[src/rtl/btn_conditioner.sv]
// btn_conditioner
//   Front-end between the raw active-low board keys and the game logic.
//   For each button the key is synchronised and debounced into a clean level.
//   Single-cycle press, release and auto-repeat events are derived from that level.
//
// Ports
//   clk          system clock
//   reset        synchronous, active-high
//   btn_n        raw keys, active-low, asynchronous to clk
//   enable       event enable; low masks press/release/repeat (debounce keeps running)
//   level        debounced pressed state (1 = pressed)
//   press        1-cycle pulse in the cycle level rises
//   release_evt  1-cycle pulse in the cycle level falls
//                (named with a suffix because "release" is a reserved word)
//   repeat_evt   1-cycle auto-repeat pulse while held
//                (named with a suffix because "repeat" is a reserved word)
//   any_press    OR of press bits, same cycle as press
//
// Repeat FSM (one per button)
//   state     | meaning
//   ST_IDLE   | key released or events disabled; no repeat timing
//   ST_DELAY  | held; counting REPEAT_DELAY cycles to the first repeat
//   ST_REPEAT | held; a repeat pulse every REPEAT_RATE cycles
module btn_conditioner #(
  parameter int unsigned N_BTN        = 4,
  parameter int unsigned DEBOUNCE_CYC = 1000000,
  parameter int unsigned REPEAT_DELAY = 25000000,
  parameter int unsigned REPEAT_RATE  = 5000000,
  parameter int unsigned CNT_W        = 25
) (
  input  logic             clk,
  input  logic             reset,
  input  logic [N_BTN-1:0] btn_n,
  input  logic             enable,
  output logic [N_BTN-1:0] level,
  output logic [N_BTN-1:0] press,
  output logic [N_BTN-1:0] release_evt,
  output logic [N_BTN-1:0] repeat_evt,
  output logic             any_press
);

  typedef enum logic [1:0] {
    ST_IDLE   = 2'd0,
    ST_DELAY  = 2'd1,
    ST_REPEAT = 2'd2
  } rpt_state_e;

  localparam logic [CNT_W-1:0] DEB_TC = CNT_W'(DEBOUNCE_CYC - 1);
  localparam logic [CNT_W-1:0] RD_TC  = CNT_W'(REPEAT_DELAY - 1);
  localparam logic [CNT_W-1:0] RR_TC  = CNT_W'(REPEAT_RATE - 1);
  localparam logic [CNT_W-1:0] ONE    = CNT_W'(1);

  logic [N_BTN-1:0] sync1_q, sync1_d;
  logic [N_BTN-1:0] sync2_q, sync2_d;
  logic [N_BTN-1:0] level_q, level_d;
  logic [N_BTN-1:0] press_q, press_d;
  logic [N_BTN-1:0] release_q, release_d;
  logic [N_BTN-1:0] repeat_q, repeat_d;
  logic             any_press_q, any_press_d;
  logic [N_BTN-1:0] level_rise, level_fall;

  logic [CNT_W-1:0] deb_cnt_q [N_BTN];
  logic [CNT_W-1:0] deb_cnt_d [N_BTN];
  logic [CNT_W-1:0] rpt_cnt_q [N_BTN];
  logic [CNT_W-1:0] rpt_cnt_d [N_BTN];
  rpt_state_e       state_q   [N_BTN];
  rpt_state_e       state_d   [N_BTN];

  // Synchroniser and debounce.
  always_comb begin
    sync1_d = ~btn_n;
    sync2_d = sync1_q;
    level_d = level_q;
    for (int i = 0; i < int'(N_BTN); i++) begin
      deb_cnt_d[i] = '0;
      if (sync2_q[i] != level_q[i]) begin
        // Accept the new level on the terminal count; the counter returns to 0.
        if (deb_cnt_q[i] == DEB_TC) begin
          level_d[i] = ~level_q[i];
        end else begin
          deb_cnt_d[i] = deb_cnt_q[i] + ONE;
        end
      end
    end
  end

  // Edge events, registered so they line up with the level change.
  always_comb begin
    level_rise  = level_d & ~level_q;
    level_fall  = ~level_d & level_q;
    press_d     = enable ? level_rise : '0;
    release_d   = enable ? level_fall : '0;
    any_press_d = |press_d;
  end

  // Repeat FSMs. Decisions use level_d so that the FSM leaves IDLE in the same
  // cycle as the press and returns to IDLE in the same cycle as the release.
  always_comb begin
    repeat_d = '0;
    for (int i = 0; i < int'(N_BTN); i++) begin
      state_d[i]   = state_q[i];
      rpt_cnt_d[i] = rpt_cnt_q[i];
      if (!enable || !level_d[i]) begin
        state_d[i]   = ST_IDLE;
        rpt_cnt_d[i] = '0;
      end else begin
        unique case (state_q[i])
          ST_IDLE: begin
            state_d[i]   = ST_DELAY;
            rpt_cnt_d[i] = '0;
          end
          ST_DELAY: begin
            if (rpt_cnt_q[i] == RD_TC) begin
              repeat_d[i]  = 1'b1;
              rpt_cnt_d[i] = '0;
              state_d[i]   = ST_REPEAT;
            end else begin
              rpt_cnt_d[i] = rpt_cnt_q[i] + ONE;
            end
          end
          ST_REPEAT: begin
            if (rpt_cnt_q[i] == RR_TC) begin
              repeat_d[i]  = 1'b1;
              rpt_cnt_d[i] = '0;
            end else begin
              rpt_cnt_d[i] = rpt_cnt_q[i] + ONE;
            end
          end
          default: begin
            state_d[i]   = ST_IDLE;
            rpt_cnt_d[i] = '0;
          end
        endcase
      end
    end
  end

  always_ff @(posedge clk) begin
    if (reset) begin
      sync1_q     <= '0;
      sync2_q     <= '0;
      level_q     <= '0;
      press_q     <= '0;
      release_q   <= '0;
      repeat_q    <= '0;
      any_press_q <= 1'b0;
      for (int i = 0; i < int'(N_BTN); i++) begin
        deb_cnt_q[i] <= '0;
        rpt_cnt_q[i] <= '0;
        state_q[i]   <= ST_IDLE;
      end
    end else begin
      sync1_q     <= sync1_d;
      sync2_q     <= sync2_d;
      level_q     <= level_d;
      press_q     <= press_d;
      release_q   <= release_d;
      repeat_q    <= repeat_d;
      any_press_q <= any_press_d;
      for (int i = 0; i < int'(N_BTN); i++) begin
        deb_cnt_q[i] <= deb_cnt_d[i];
        rpt_cnt_q[i] <= rpt_cnt_d[i];
        state_q[i]   <= state_d[i];
      end
    end
  end

  assign level       = level_q;
  assign press       = press_q;
  assign release_evt = release_q;
  assign repeat_evt  = repeat_q;
  assign any_press   = any_press_q;

endmodule

[config.mk]
export PLATFORM = sky130hd
export DESIGN_NAME = btn_conditioner
export DESIGN_NICKNAME = d
export VERILOG_FILES = /design/src/rtl/btn_conditioner.sv
export SDC_FILE = /design/constraint.sdc
export NUM_CORES = 1
export LEC_CHECK = 0
export CORE_MARGIN = 5
export CORE_UTILIZATION = 35
export DETAILED_ROUTE_END_ITERATION = 8
export SETUP_SLACK_MARGIN = 0.15
export SYNTH_ARGS = -nofsm -noshare
export SYNTH_HDL_FRONTEND = slang
export SYNTH_SLANG_ARGS = --single-unit
[constraint.sdc]
create_clock -name clk -period 2.2 [get_ports clk]
set_input_delay 0.44 -clock clk [delete_from_list [all_inputs] [get_ports clk]]
set_output_delay 0.44 -clock clk [all_outputs]
set_load 0.02 [all_outputs]
==> results_dict.tcl <==
set metrics [dict create \
    grt-ovfl-total 0 \
    cts_buffers 25 \
    cp_data_arrival_time_ns 2.61 \
    grtUsageTotal_pct 12.5 \
    wl_per_cell_um 12.8 \
    fin_util_pct 44.1 \
    syn_nets 1224 \
    ys_seq_area_share_pct 44.5 \
    max_stage_delay_ns 0.53 \
    drv_slew 0 \
    ctsHoldBuffers 0 \
    start_util_pct 35.4 \
    antenna_found_initial 0 \
    vias_per_cell 4.86 \
    portBuffers 23 \
    nNetsFinal 1322 \
    cts_tree "done" \
    fin_setup_tns_ns -0.0515 \
    crit_fanout 13 \
    pwr_density_cell_nw_per_um2 659 \
    synth-seq-cells 233 \
    dpl_cell_area_um2 11700 \
    drtIter0Drc 323 \
    die_area_um2 33500 \
    setup_viol 12 \
    fin_cells 1703 \
    cp-end-kind "register" \
    clock_sinks 233 \
    htree_levels 1 \
    syn_area_um2 10500 \
    synth_common_cells "dfxtp_1, nor2_1, xor2_1" \
    tightest_slew_ns 0.686 \
    run_status "finished with violations" \
    rsz0062_at_grt "true" \
    grt_pass1_wl_um 36800 \
    coreArea_um2 29600 \
    fin_crit_ns 2.21 \
    rows 63 \
    io_pins 24 \
    relSlewSlack_pct 53.8 \
    max-cap-violations 0 \
    timing.hold.ws_ns 0.428 \
    leakagePower_nw 4.20 \
    ys.warnings.count 0 \
    area_growth_pct 24.5 \
    fin_worst_skew_ns 0.0106 \
    grt_max_degree 26 \
    fin_area_um2 13100 \
    ctsLongestPathBuffers 3 \
    path_class "register to register" \
    vias 8278 \
    final_layout_size_suffix_gt1_share_pct 16.6 \
    start_kind "register" \
    synthArstFlopShare_pct 0 \
    gp_congestion 0.776 \
    die_w_um 183 \
    violations "setup timing" \
    holdCritPathClass "register to register" \
    wl_um 21700 \
    route.detailed.drc 0 \
    grt_pass1_vias 7806 \
    path_cells "or4bb_1 -> or4_4 -> o2111a_2 -> o22ai_4 -> buf_12 -> nor2_2" \
    ys.flop_type "dfxtp_1" \
    fin_crit_sh_pct 100 \
    place_inst 1644 \
    final_antenna_net_count 0 \
    synth.most_common_cell "dfxtp_1" \
    root_buffer "clkbuf_16" \
    synthCells 1197 \
    synth_edf_count 0 \
    dr.pass1.iters 4 \
    synth_cell_types 57 \
    syn_area_per_cell_um2 8.76 \
    antenna_cells 0 \
    synth.top_cell.area_share_pct 44.5 \
    yosysTopAreaCell "dfxtp_1" \
    fin_ws_ns -0.00765 \
    clkTransAtPathRegs_ns 0.06 \
    insertion_delay_ns 0.52 \
    pre_cts_ws_ns -0.172 \
    slowest_stage "or4_4" \
    vdd_drop_max_uv 455 \
    die_y_um 183 \
    p_total_mw 8.60 \
    hpwl_um 14600 \
    synthTopCellsByArea "dfxtp_1, xor2_1, nor2_1" \
    hold_viol 0 \
    critPathRequiredTime_ns 2.61 \
    max_freq_mhz 453 \
]
==> cell type report <==
type,instances,area (um^2)
fill,2902,16600
multi-input combinational,889,5860
sequential,233,4680
timing repair buffer,107,1020
clock buffer,40,782
tap,390,488
inverter,39,146
clock inverter,5,75.1
==> worst max-delay path: cells and delay by family, from the launching register on <==
family	cells	cell delay (ns)
buffers and inverters	1	0.19
and+or+nand+nor	3	1.08
AOI/OAI and AO/OA	2	0.52
DFF	1	0.31
==> layout by cell type (no fill, tap or decap), drive strengths merged, types with 25 or more instances in the layout <==
master	n
nand2	74
nor2	223
inv	39
dfxtp	233
nor3	72
nand3	81
clkbuf	44
nand4	56
xor2	106
nor4	25
and3	28
xnor2	81
buf	80
==> cell families after synthesis <==
logic type,share of synthesized area [%]
AO/OA/AOI/OAI,2.60
XOR/XNOR,15.6
adder cells (fa/ha/maj),2.39
buffers and inverters,2.93
flip-flops,44.5
multiplexers,0.692
AND/OR/NAND/NOR,31.3
==> layer usage <==
layer / wire length [um] / track usage (%)
met5: 0 / 0
met3: 750 / 2.20
met1: 10900 / 17.8
met2: 9690 / 19.9
met4: 442 / 3.07
==> worst paths after layout <==
kind / startpoint / to / slack, ns / cells after the start
worst min-delay path: deb_cnt_q[3][0] / deb_cnt_q[3][0] / 0.43 / 1
worst max-delay path: deb_cnt_q[1][15] / rpt_cnt_q[1][18] / -0.008 / 6
worst min register to register: deb_cnt_q[3][0] / deb_cnt_q[3][0] / 0.43 / 1
worst max register to register: deb_cnt_q[1][15] / rpt_cnt_q[1][18] / -0.008 / 6
==> flip-flops by register name, indices dropped and copies added, names as in the netlist <==
signal,cells
release_evt,4
deb_cnt_q,100
press,4
any_press,1
sync2_q,4
rpt_cnt_q,100
repeat_evt,4
state_q,8
level,4
sync1_q,4
==> what timing repair did <==
item / CTS / global route
setup endpoints to repair: 95 / 166
resized for setup: 11 / 72
setup buffers: 1 / 7
cloned: 0 / 6
pin swaps: 1 / 22
==> power breakdown <==
group          switching (mW)  internal (mW)  leakage (nW)
logic                  0.0439         0.0367          1.89
registers             0.00748           4.23          1.88
clock network            1.64           2.65         0.426
total                    1.69           6.92          4.20
Power figures use the tool's default switching activity.
